[config.mk]
export PLATFORM = sky130hd
export DESIGN_NAME = video_timing_ctrl
export DESIGN_NICKNAME = d
export VERILOG_FILES = /design/src/rtl/video_timing_pkg.sv /design/src/rtl/timing_delay_pipe.sv /design/src/rtl/video_timing_ctrl.sv
export SDC_FILE = /design/constraint.sdc
export NUM_CORES = 1
export LEC_CHECK = 0
export ABC_AREA = 0
export CAP_MARGIN = 25
export CORE_MARGIN = 5
export CORE_UTILIZATION = 30
export DETAILED_ROUTE_END_ITERATION = 10
export GPL_ROUTABILITY_DRIVEN = 0
export GPL_TIMING_DRIVEN = 1
export HOLD_SLACK_MARGIN = 0.02
export SETUP_SLACK_MARGIN = 0.5
export SYNTH_ARGS = -nofsm -noshare
export SYNTH_HDL_FRONTEND = slang
export SYNTH_SLANG_ARGS = --single-unit
[constraint.sdc]
create_clock -name i_clk_pixel -period 2.9 [get_ports i_clk_pixel]
set_input_delay 0.58 -clock i_clk_pixel [delete_from_list [all_inputs] [get_ports i_clk_pixel]]
set_output_delay 0.58 -clock i_clk_pixel [all_outputs]
set_load 0.02 [all_outputs]
[src/rtl/video_timing_pkg.sv]
// Shared types and default 640x480@60 timing for the video timing controller.
package video_timing_pkg;

  typedef enum logic [1:0] {
    ST_IDLE,
    ST_RUN,
    ST_STOP
  } state_e;

  localparam int VGA_H_ACTIVE = 640;
  localparam int VGA_H_FRONT  = 16;
  localparam int VGA_H_SYNC   = 96;
  localparam int VGA_H_BACK   = 48;
  localparam int VGA_V_ACTIVE = 480;
  localparam int VGA_V_FRONT  = 10;
  localparam int VGA_V_SYNC   = 2;
  localparam int VGA_V_BACK   = 33;

endpackage

[src/rtl/timing_delay_pipe.sv]
// Fixed-depth shift register that lines sync/blank up with returned pixel data.
module timing_delay_pipe #(
  parameter int DEPTH = 2,
  parameter int WIDTH = 3
) (
  input  logic             clk,
  input  logic             rst,
  input  logic [WIDTH-1:0] rst_val,
  input  logic [WIDTH-1:0] d,
  output logic [WIDTH-1:0] q
);

  logic [DEPTH-1:0][WIDTH-1:0] stage;

  always_ff @(posedge clk) begin
    if (rst) begin
      stage <= {DEPTH{rst_val}};
    end else begin
      stage[0] <= d;
      for (int i = 1; i < DEPTH; i++) stage[i] <= stage[i-1];
    end
  end

  assign q = stage[DEPTH-1];

endmodule

[src/rtl/video_timing_ctrl.sv]
// Raster timing generator: pixel fetch requests plus sync/blank delayed to match
// the fetch latency. Frames always run to completion once started.
module video_timing_ctrl
  import video_timing_pkg::*;
#(
  parameter int   p_h_active     = VGA_H_ACTIVE,
  parameter int   p_h_front      = VGA_H_FRONT,
  parameter int   p_h_sync       = VGA_H_SYNC,
  parameter int   p_h_back       = VGA_H_BACK,
  parameter int   p_v_active     = VGA_V_ACTIVE,
  parameter int   p_v_front      = VGA_V_FRONT,
  parameter int   p_v_sync       = VGA_V_SYNC,
  parameter int   p_v_back       = VGA_V_BACK,
  parameter logic p_h_sync_pol   = 1'b0,
  parameter logic p_v_sync_pol   = 1'b0,
  parameter int   p_data_latency = 2
) (
  input  logic                          i_clk_pixel,
  input  logic                          i_rst,
  input  logic                          i_en,
  output logic                          o_req,
  output logic [$clog2(p_h_active)-1:0] o_x,
  output logic [$clog2(p_v_active)-1:0] o_y,
  output logic                          o_frame_start,
  output logic                          o_line_start,
  output logic                          o_hsync,
  output logic                          o_vsync,
  output logic                          o_blank,
  output logic                          o_busy
);

  localparam int H_TOTAL = p_h_active + p_h_front + p_h_sync + p_h_back;
  localparam int V_TOTAL = p_v_active + p_v_front + p_v_sync + p_v_back;
  localparam int HW = $clog2(H_TOTAL);
  localparam int VW = $clog2(V_TOTAL);
  localparam int XW = $clog2(p_h_active);
  localparam int YW = $clog2(p_v_active);

  localparam logic [HW-1:0] H_LAST   = HW'(H_TOTAL - 1);
  localparam logic [HW-1:0] H_ACT    = HW'(p_h_active);
  localparam logic [HW-1:0] H_SYNC_S = HW'(p_h_active + p_h_front);
  localparam logic [HW-1:0] H_SYNC_E = HW'(p_h_active + p_h_front + p_h_sync);
  localparam logic [VW-1:0] V_LAST   = VW'(V_TOTAL - 1);
  localparam logic [VW-1:0] V_ACT    = VW'(p_v_active);
  localparam logic [VW-1:0] V_SYNC_S = VW'(p_v_active + p_v_front);
  localparam logic [VW-1:0] V_SYNC_E = VW'(p_v_active + p_v_front + p_v_sync);

  if (p_h_active <= 0 || p_h_front <= 0 || p_h_sync <= 0 || p_h_back <= 0 ||
      p_v_active <= 0 || p_v_front <= 0 || p_v_sync <= 0 || p_v_back <= 0 ||
      p_data_latency < 1 || p_data_latency > 8) begin : g_bad_param
    $error("video_timing_ctrl: illegal timing parameter");
  end

  state_e                    state, state_nxt;
  logic [HW-1:0]             h;
  logic [VW-1:0]             v;
  logic                      running, frame_last, pix_act;
  logic                      req_hs, req_vs, req_blank;
  logic [p_data_latency-1:0] vld_pipe;
  logic [2:0]                pipe_q;

  assign running    = (state != ST_IDLE);
  assign frame_last = (h == H_LAST) && (v == V_LAST);
  assign pix_act    = running && (h < H_ACT) && (v < V_ACT);

  always_ff @(posedge i_clk_pixel) begin
    if (i_rst) state <= ST_IDLE;
    else       state <= state_nxt;
  end

  // STOP keeps the raster moving; only the last cycle of a frame may drop to IDLE.
  always_comb begin
    state_nxt = state;
    unique case (state)
      ST_IDLE:         if (i_en) state_nxt = ST_RUN;
      ST_RUN, ST_STOP: begin
        if (i_en)            state_nxt = ST_RUN;
        else if (frame_last) state_nxt = ST_IDLE;
        else                 state_nxt = ST_STOP;
      end
      default:         state_nxt = ST_IDLE;
    endcase
  end

  always_ff @(posedge i_clk_pixel) begin
    if (i_rst || !running) begin
      h <= '0;
      v <= '0;
    end else if (h == H_LAST) begin
      h <= '0;
      v <= (v == V_LAST) ? '0 : v + 1'b1;
    end else begin
      h <= h + 1'b1;
    end
  end

  // Request stage: one register behind the counters.
  always_ff @(posedge i_clk_pixel) begin
    if (i_rst) begin
      o_req         <= 1'b0;
      o_x           <= '0;
      o_y           <= '0;
      o_frame_start <= 1'b0;
      o_line_start  <= 1'b0;
      req_hs        <= ~p_h_sync_pol;
      req_vs        <= ~p_v_sync_pol;
      req_blank     <= 1'b1;
    end else begin
      o_req         <= pix_act;
      if (pix_act) begin
        o_x <= h[XW-1:0];
        o_y <= v[YW-1:0];
      end
      o_frame_start <= pix_act && (h == '0) && (v == '0);
      o_line_start  <= pix_act && (h == '0);
      req_hs        <= (running && h >= H_SYNC_S && h < H_SYNC_E) ? p_h_sync_pol : ~p_h_sync_pol;
      req_vs        <= (running && v >= V_SYNC_S && v < V_SYNC_E) ? p_v_sync_pol : ~p_v_sync_pol;
      req_blank     <= ~pix_act;
    end
  end

  timing_delay_pipe #(
    .DEPTH (p_data_latency),
    .WIDTH (3)
  ) u_delay (
    .clk     (i_clk_pixel),
    .rst     (i_rst),
    .rst_val ({~p_h_sync_pol, ~p_v_sync_pol, 1'b1}),
    .d       ({req_hs, req_vs, req_blank}),
    .q       (pipe_q)
  );

  assign {o_hsync, o_vsync, o_blank} = pipe_q;

  // Tracks frame content still travelling toward the outputs after IDLE.
  always_ff @(posedge i_clk_pixel) begin
    if (i_rst) begin
      vld_pipe <= '0;
    end else begin
      vld_pipe[0] <= running;
      for (int i = 1; i < p_data_latency; i++) vld_pipe[i] <= vld_pipe[i-1];
    end
  end

  assign o_busy = running | (|vld_pipe);

endmodule
---- Word level (Yosys, flattened, before mapping) ----
Index checks and enable logic that the tools add are counted.
word-level totals
  bits in registers ....................... 55
  bits of input ports ..................... 3
  output and inout bits ................... 26
  word-level logic and storage cells ...... 54
operators by class
  add/sub/neg operators ................... 2
  magnitude comparators ................... 6
  eq/ne operators ......................... 5
  muxes and demuxes ....................... 7
  bitwise operators ....................... 2
  reduce and logical (&&, ||, !) cells .... 18
operators by type and width
  kind                                                                     count
  10-bit by 1-bit adder with 10-bit output (second input constant)         2
  10-bit equality test (second input constant)                             2
  10-bit logical NOT                                                       2
  10-bit < comparator (second input constant)                              2
  10-bit by 9-bit < comparator with 1-bit output (second input constant)   2
  10-bit >= comparator (second input constant)                             1
  10-bit by 9-bit >= comparator with 1-bit output (second input constant)  1
  10-bit two-way mux                                                       1
  1-bit logical AND                                                        9
  2-bit two-way mux                                                        3
  2-bit OR reduction                                                       3
  2-bit case mux with 2 select lines                                       1
  2-bit by 1-bit equality test with 1-bit output (second input constant)   1
  2-bit equality test (second input constant)                              1
  2-bit logical NOT                                                        1
  1-bit two-way mux                                                        2
  2-bit inequality test (second input constant)                            1
  2-bit nonzero test                                                       1
  1-bit logical NOT                                                        1
  1-bit logical OR                                                         1
  1-bit NOT                                                                1
  1-bit bitwise OR                                                         1

---- Longest topological paths before layout ----
Gate-level depths: netlist of the first run.
  depth after elaboration ................. 5
  gate-level depth with buffers ........... 7
  mapped depth without buffers ............ 7

---- By module ----
A second synthesis of the first run with hierarchy kept.
second synthesis, totals
  cell total of the unflattened synthesis .. 214
  area, all modules ....................... 2217.1 µm²
by module, submodules not included
  module             instances  cells an instance  area each (µm²)
  video_timing_ctrl  1          198                1973.1
  timing_delay_pipe  1          16                 244.0

---- Worst setup path after synthesis of the first run ----
OpenSTA, ideal clock, no wires.
  path kind ............................... reg2reg
  start point ............................. register h[0]
  end point ............................... register v[9]
  data arrival time ....................... 1.607 ns
  data required time ...................... 2.830 ns
  setup slack ............................. 1.223 ns
  stages on the path, launching flop included .. 7
  cells stage by stage .................... dfxtp_1 ha_1 and4_1 buf_4 nand3_4 or4_1 a21oi_1
on the way
  word-level cells in the longest chain between the ends .. 1
RTL lines
  item                    RTL line                 text
  from (decl)             video_timing_ctrl.sv:55  logic [HW-1:0] h;
  from (signal assigned)  video_timing_ctrl.sv:93  h <= h + 1'b1;
  10-bit equality test    video_timing_ctrl.sv:89  end else if (h == H_LAST) begin
  to (signal assigned)    video_timing_ctrl.sv:91  v <= (v == V_LAST) ? '0 : v + 1'b1;
  to (decl)               video_timing_ctrl.sv:56  logic [VW-1:0] v;
No other way between the ends.
A chain may end at the register's enable or synchronous reset.

---- Worst setup path after layout of the first run ----
  start point ............................. register state[0]
  end point ............................... output o_busy
on the way
  word-level cells in the longest chain between the ends .. 2
RTL lines
  item                    RTL line                  text
  from (decl)             video_timing_ctrl.sv:54   state_e state, state_nxt;
  from (signal assigned)  video_timing_ctrl.sv:68   else state <= state_nxt;
  2-bit nonzero test      video_timing_ctrl.sv:62   assign running = (state != ST_IDLE);
  1-bit bitwise OR        video_timing_ctrl.sv:145  assign o_busy = running | (|vld_pipe);
  to (decl)               video_timing_ctrl.sv:29   output logic o_busy
No other way between the ends.

==> metrics.txt, run 1 <==
total number of vias 1588; Finished Cell Area 2610 um^2; largest net degree at the start of global routing 22; CTS resizes 0; syn nets 217; drt pass-1 iters 4; area leader, netlist dfxtp_1; first-pass GRT wire length 7310 um; total CTS buffers 5; clock latency on the worst-skew pair 0.30 ns; Peak Freq 447 MHz; gr ovfl total 0; status finished, final reports clean; Clock Pin Slew Worst Setup and Hold Paths 0.09 ns; wire per inst 12.7 um; Final HPWL DP 3010 um; Final Power 1.38 mW; placed cell area 2490 um^2; DRC violations left 0; P_leak 0.910 nW; Period minus WS final 2.23 ns; clk_skew 0.00547 ns; Area growth, synth to finish 23.6%; initial antenna violation count 0; HP Class flip-flop to flip-flop; Max-cap violations 0; Syn Area/Cell 10.1 um^2; Setup TNS Final 0 ns; RSZ-0062 raised after global routing no; Yosys reg bits 55; Vias/cell 4.77; CTS tree built; die width 93.9 um; minimum hold slack 0.415 ns; fin crit share 77.1%; Die Y-Extent 93.9 um; core area 6830 um^2; WP data required 2.32 ns; R2R Setup Slk 0.85 ns; cells after synthesis 208; Clock Path Buffers 2; root buffer cell clkbuf_8; Peak VDD IR 0.000188 V; diode count 0; num ports 29; register area share after synthesis 52.2%; most common cell after layout, fill and taps aside dfxtp_1; DIE AREA 8810 um^2; Hold Fails Final Rpt 0; commonest cells after routing, fill and taps aside 55 x dfxtp_1, 28 x clkdlybuf4s50_1, 19 x a22o_1; CTS sink cnt 55; GRT Overall Usage 10.4%; share of cells above drive strength 1 8.86%; PwrDens 531 nW/um^2; mapped cell area 2110 um^2; Setup crit end kind primary output; crit start category flip-flop; IO Port Bufs 28; Detail Route Antenna Nets 0; Hold-fix buffers, CTS 0; Rel. slew slack 71.7%; # nets final 245; FP Rows 30; setup bufs post-CTS 0; Slew Viols, Final 0; final wirelength 4230 um; worst-margin pin slew 0.423 ns; Layout fillers 702; Netlist cell types 40; WP data arrival 1.65 ns; kind of critical path flip-flop to primary output; final-report setup violation count 0; Yosys Warn Count 0; synth top area cells dfxtp_1 52%, a22o_1 7.9%, ha_1 3.6%; htree depth 2; number of global-route vias before repair 1466; Initial Utilization 30.9%; top-area cell type share of the netlist area 52.2%; Max FO, Critical Path 6; Starting DRT DRC Count 105
cell families (layout without fill, tap and decap cells):
kind of cell / after synthesis / in the layout / synth area share (%)
compound gates: 39 / 39 / 13.7
buf+inv: 18 / 47 / 3.68
flops: 55 / 55 / 52.2
simple gates: 78 / 78 / 21.8
mux: 1 / 1 / 0.475
fa+ha+maj: 6 / 6 / 3.56
xor+xnor: 11 / 11 / 4.57
per-layer routing:
metal | GRT usage (%) | part of all wire (%)
met2 | 15.7 | 46
met5 | 0 | 0
met1 | 14.1 | 50
met4 | 4.09 | 1.3
met3 | 2.64 | 3.3
critical path: stages, from the launching register on:
cell	delay, ns
dfxtp_1	0.35
inv_1	0.06
ha_1	0.26
nand2_1	0.08
clkdlybuf4s50_1	0.60
area by class of cell:
cell class	instances	area (um^2)	area share, %
Timing Repair Buffer	30	295	11.3
Multi-Input combinational cell	135	940	36.0
Inverter	9	33.8	1.30
Clock buffer	6	82.6	3.17
Tap cell	96	120	4.61
Sequential cell	55	1100	42.2
Clock inverter	2	35.0	1.34
report_power, final:
part           switching [mW]  leakage, nW  internal [mW]
clock network           0.238       0.0612          0.279
logic                  0.0562        0.404         0.0363
registers             0.00643        0.445          0.767
registers in the layout (all words and copies together) (netlist names), 2 cells and up:
name	flops
u_delay.stage	3
o_y	9
v	10
state	2
h	10
u_delay.q	3
o_x	10
vld_pipe	2
cells in the mapped netlist, drive strengths merged:
cell type / count
or4: 3
nand4: 6
ha: 6
buf: 4
o2111ai: 1
xor2: 7
nor4: 3
or3: 4
nand3b: 1
nor2: 15
mux2i: 1
clkinv: 1
o21a: 1
nand2b: 1
nor3: 2
o21ai: 6
and2: 1
nor4b: 1
a21oi: 9
o31ai: 2
a32oi: 1
xnor2: 4
nand2: 11
clkbuf: 5
and3: 4
nand3: 8
a22o: 19
dfxtp: 55
or2: 7
inv: 8
and4: 5
and3b: 1
nor3b: 1
nor2b: 4
path summary, 6_finish.rpt:
path              startpoint               end  cells after the start
setup reg to reg        h[0]              v[9]                      5
setup / recovery    state[0]            o_busy                      4
hold / removal        req_hs  u_delay.stage[2]                      1
hold reg to reg       req_hs  u_delay.stage[2]                      1
per-stage QoR:
step                      setup slack [ns]  util (%)  std cells
after floorplan                       1.22         -        208
after detailed placement             0.568      36.4        325
after CTS                            0.640      38.2        333
after global placement               0.620      36.4        325
final                                0.665      38.2        333
after global routing                 0.540      38.2        333
Note: power is estimated with default switching activity, not from simulation.
==> inputs of run 2 (changes only) <==
==> constraint.sdc (replaced) <==
create_clock -name i_clk_pixel -period 2.3 [get_ports i_clk_pixel]
set_input_delay 0.46 -clock i_clk_pixel [delete_from_list [all_inputs] [get_ports i_clk_pixel]]
set_output_delay 0.46 -clock i_clk_pixel [all_outputs]
set_load 0.02 [all_outputs]
==> run 2 against run 1 <==
Flip-flop and latch count unchanged. Register-to-register slack worse by 0.24 ns. Global-route usage up 0.056 points. Hold slack better by 0.00087 ns. Clock skew up 0.0010 ns. Final area up 3.4%. Sequential power up 26%. Routed wire length up 2.7%. Sequential share of layout area down 1.0 points.
==> metrics.txt, run 2 (synthesized netlist as in run 1, its figures left out) <==
status finished, final reports clean; placed cell area 2510 um^2 (+0.90%); worst-margin pin slew 0.307 ns (-0.116 ns); most common cell after layout, fill and taps aside dfxtp_1; clock latency on the worst-skew pair 0.30 ns (about the same); Final Power 1.63 mW (+18%); GRT Overall Usage 10.4% (+0.056 points); WP data required 1.84 ns (-0.48 ns); RSZ-0062 raised after global routing yes; clk_skew 0.00649 ns (+0.00102 ns); Initial Utilization 30.9% (unchanged); Clock Pin Slew Worst Setup and Hold Paths 0.10 ns (about the same); max incr delay on CP 0.61 ns (about the same); Final HPWL DP 3060 um (+1.8%); Detail Route Antenna Nets 0 (unchanged); crit start category flip-flop; fin crit share 75.2%; WP data arrival 1.27 ns (-0.38 ns); first-pass GRT wire length 7450 um (+1.9%); largest net degree at the start of global routing 22 (unchanged); crit path cell chain clkdlybuf4s50_1; final-report setup violation count 0 (unchanged); core area 6830 um^2 (unchanged); DRC violations left 0 (unchanged); total number of vias 1603 (+0.94%); buffer and inverter count on the worst path 1 (-1); cell family with most CP delay buffers and inverters; IO Port Bufs 28 (unchanged); PwrDens 606 nW/um^2 (+14%); Starting DRT DRC Count 84 (-20%); Hold-fix buffers, CTS 0 (unchanged); die width 93.9 um (unchanged); Die Y-Extent 93.9 um (unchanged); Max FO, Critical Path 2 (-4); commonest cells after routing, fill and taps aside 52 x dfxtp_1, 27 x clkdlybuf4s50_1, 19 x a22o_1; CTS sink cnt 55 (unchanged); num ports 29 (unchanged); wire per inst 12.8 um (+0.33%); # nets final 253 (+3.3%); Peak Freq 578 MHz; Period minus WS final 1.73 ns; diode count 0 (unchanged); P_leak 0.939 nW (+3.2%); root buffer cell clkbuf_8; minimum hold slack 0.416 ns (+0.000867 ns); final wirelength 4350 um (+2.7%); Area growth, synth to finish 27.8%; Hold Fails Final Rpt 0 (unchanged); fin util 39.5% (+1.3 points); initial antenna violation count 0 (unchanged); Peak VDD IR 0.000251 V (+34%); htree depth 2 (unchanged); Vias/cell 4.70 (-1.4%); gr ovfl total 0 (unchanged); total CTS buffers 5 (unchanged); CTS tree built; share of cells above drive strength 1 15.1% (+6.2 points); FP Rows 30 (unchanged); Worst path slowest cell clkdlybuf4s50_1; Setup crit end kind primary output; Layout fillers 688 (-2.0%); Slew Viols, Final 0 (unchanged); Largest regs h: 10 flops, o_x: 10 flops, v: 10 flops; number of global-route vias before repair 1497 (+2.1%); kind of critical path flip-flop to primary output; drt pass-1 iters 4 (unchanged); DIE AREA 8810 um^2 (unchanged); Clock Path Buffers 2 (unchanged); HP Class flip-flop to flip-flop; Setup TNS Final 0 ns (unchanged); Finished Cell Area 2700 um^2 (+3.4%); Max-cap violations 0 (unchanged); Rel. slew slack 79.5% (+7.8 points)
run 2: cell types whose count changed in the layout (fill, tap and decap cells not counted), moves of 2 or more:
cell	change
buf_4	+7
clkinv_4	+2
dfxtp_1	-3
dfxtp_4	+2
ha_1	-2
run 2: timing repair:
item / CTS / global route
buffers inserted: 3 / 2
setup endpoints to repair: 10 / 16
resized for setup: 5 / 10
pin swaps: 0 / 0
run 2: layer usage:
layer / up-vias / track usage, % / routed length (um)
met4: 0 / 3.85 / 55
met1: 757 / 14.4 / 2130
li1: 813 / - / -
met5: - / 0 / 0
met2: 29 / 16.1 / 2020
met3: 4 / 1.92 / 140
run 2: where the power goes:
part | switching, mW | total, mW | internal, mW
clock network | 0.315 | 0.534 | 0.218
logic | 0.0736 | 0.125 | 0.0511
registers | 0.00767 | 0.974 | 0.967
run 2: path summary, 6_finish.rpt:
path | cells after the start | from | end | slack (ns)
setup / recovery | 1 | o_x[4] | o_x[4] | 0.57
hold / removal | 1 | req_blank | u_delay.stage[0] | 0.42
setup reg to reg | 5 | h[0] | v[7] | 0.61
hold reg to reg | 1 | req_blank | u_delay.stage[0] | 0.42
run 2: per-stage QoR:
step | std cells | setup WS [ns]
6_report | 341 | 0.570
5_1_grt | 341 | 0.493
4_1_cts | 339 | 0.514
3_5_place_dp | 328 | 0.350
3_3_place_gp | 328 | 0.384
2_1_floorplan | 208 | 0.623
run 2: final cells by class:
cell class / count / area [um^2] / area share (%)
timing repair buffer: 38 / 369 / 13.7
inverter: 9 / 33.8 / 1.25
clock buffer: 5 / 68.8 / 2.55
clock inverter: 3 / 25.0 / 0.929
sequential: 55 / 1110 / 41.2
tap: 96 / 120 / 4.46
multi-input combinational: 135 / 968 / 35.9
==> inputs of run 3 (changes only) <==
==> constraint.sdc (replaced) <==
create_clock -name i_clk_pixel -period 1.6 [get_ports i_clk_pixel]
set_input_delay 0.32 -clock i_clk_pixel [delete_from_list [all_inputs] [get_ports i_clk_pixel]]
set_output_delay 0.32 -clock i_clk_pixel [all_outputs]
set_load 0.02 [all_outputs]
==> run 3 against run 2 <==
Critical path type is now flip-flop to flip-flop. Highest routed layer unchanged. Sequential share of layout area down 7.6 points. Register-to-register slack got worse by 0.56 ns. Critical path depth increased by 5. Clock-buffer cell count up 1. Non-clock buffer count rose by 51. Largest cell class unchanged. Global-route usage rose by 2.5 points. Routed wire length grew 25%. Worst setup slack worse by 0.52 ns. Utilization increased by 10 points. Via count up 16%. Combinational power is 140% higher. Die area unchanged.
==> metrics.txt, run 3 (synthesized netlist as in run 1, its figures left out) <==
Detail Route Antenna Nets 0 (unchanged); Setup crit end v[5]; status finished, final reports clean; hold path depth 1 (unchanged); root buffer cell clkbuf_8; DRC violations left 0 (unchanged); num ports 29 (unchanged); initial antenna violation count 0 (unchanged); worst-margin pin slew 0.281 ns (-0.0265 ns); gr ovfl total 0 (unchanged); largest net degree at the start of global routing 20 (-9.1%); IO Port Bufs 28 (unchanged); CTS tree built; Rel. slew slack 81.1% (+1.7 points); wire per inst 13.9 um (+8.8%); R2R Path Start h[1]; Slew Viols, Final 0 (unchanged); Final Power 2.56 mW (+57%); number of global-route vias before repair 1793 (+20%); total CTS buffers 5 (unchanged); clk_skew 0.00179 ns (-0.00470 ns); final wirelength 5450 um (+25%); r2r worst-path depth 6 (+1); Max FO, Critical Path 8 (+6); P_leak 1.37 nW (+46%); Setup TNS Final 0 ns (unchanged); Die Y-Extent 93.9 um (unchanged); crit start category flip-flop; Finished Cell Area 3410 um^2 (+27%); Clock Path Buffers 2 (unchanged); total number of vias 1867 (+16%); Layout fillers 619 (-10%); WP data required 1.84 ns (about the same); Final HPWL DP 3500 um (+14%); GRT Overall Usage 12.9% (+2.5 points); HP Class flip-flop to flip-flop; core area 6830 um^2 (unchanged); final setup margin 0.0545 ns (-0.515 ns); CTS sink cnt 55 (unchanged); die width 93.9 um (unchanged); placed cell area 2770 um^2 (+10%); hold path start req_hs; Finished Layout Cells 393 (+15%); # nets final 305 (+21%); Clock Pin Slew Worst Setup and Hold Paths 0.10 ns (about the same); drt pass-1 iters 4 (unchanged); WP data arrival 1.79 ns (+0.52 ns); RSZ-0062 raised after global routing yes; Starting DRT DRC Count 92 (+9.5%); minimum hold slack 0.417 ns (+0.00107 ns); Vias/cell 4.75 (+1.1%); FP Rows 30 (unchanged); PwrDens 752 nW/um^2 (+24%); fin crit share 96.6%; kind of critical path flip-flop to flip-flop; Initial Utilization 30.9% (unchanged); R2R Setup Slk 0.05 ns (-0.56 ns); CP startpoint h[1]; most common cell after layout, fill and taps aside buf_4; capturing point of the worst reg2reg path v[5]; htree depth 2 (unchanged); Max-cap violations 0 (unchanged); Peak VDD IR 0.000292 V (+16%); Hold-fix buffers, CTS 0 (unchanged); Peak Freq 647 MHz; diode count 0 (unchanged); Period minus WS final 1.55 ns; clock latency on the worst-skew pair 0.31 ns (about the same); Area growth, synth to finish 61.7%; dpl ws -0.276 ns (-0.626 ns); final-report setup violation count 0 (unchanged); Largest regs h: 10 flops, o_x: 10 flops, v: 10 flops; Hold Fails Final Rpt 0 (unchanged); Setup crit end kind flip-flop; fin util 49.9% (+10 points); commonest cells after routing, fill and taps aside 47 x buf_4, 36 x buf_6, 31 x dfxtp_2; DIE AREA 8810 um^2 (unchanged); share of cells above drive strength 1 58.2% (+43 points); first-pass GRT wire length 8970 um (+20%); placed insts 355 (+8.2%)
==> run 3: cell count changes in the layout (fill, tap and decap cells not counted), moves of 3 or more <==
cell,change
dfxtp_1,-30
buf_4,+38
clkdlybuf4s50_1,-26
inv_1,-4
inv_2,+4
nand2_1,-3
dfxtp_2,+30
buf_6,+36
nor2_1,-7
nor2_4,+7
==> run 3: worst min-delay path by stage <==
stage / endpoint
6_report: u_delay.stage[2]
5_1_grt: u_delay.stage[0]
4_1_cts: u_delay.stage[2]
3_5_place_dp: u_delay.q[1]
3_3_place_gp: u_delay.stage[2]
2_1_floorplan: state[1]
==> run 3: report_power, final <==
part	internal (mW)	total [mW]	switching, mW
registers	1.39	1.40	0.0119
clock network	0.404	0.860	0.456
logic	0.148	0.301	0.153
total	1.94	2.56	0.621
==> run 3: timing repair <==
action / 4_1_cts / 5_1_grt
cloned: 2 / 0
pin swaps: 16 / 12
resized for setup: 200 / 41
endpoints found under the setup margin: 78 / 74
setup buffers: 22 / 6
==> run 3: final cells by class <==
class	count	area [um^2]	area share, %
clock buffers	6	93.8	2.75
clock inverters	2	13.8	0.403
inverters	9	46.3	1.36
multi-input cells	136	1140	33.5
flip-flops and latches	55	1150	33.6
well taps	96	120	3.52
repair buffers	89	847	24.8
==> run 3: routing by layer <==
layer / track usage (%) / vias up / wire length (um) / share of wire (%)
met1: 16.9 / 902 / 2430 / 44
li1: - / 921 / - / -
met4: 4.93 / 0 / 95 / 1.7
met3: 2.32 / 9 / 221 / 4.1
met5: 0 / - / 0 / 0
met2: 21.1 / 35 / 2710 / 50
==> run 3: worst max-delay path, stage by stage (launching register included) <==
cell	delay [ns]
dfxtp_4	0.37
ha_4	0.13
and4_4	0.24
nand3_4	0.11
buf_6	0.16
or3_1	0.34
a21oi_2	0.13
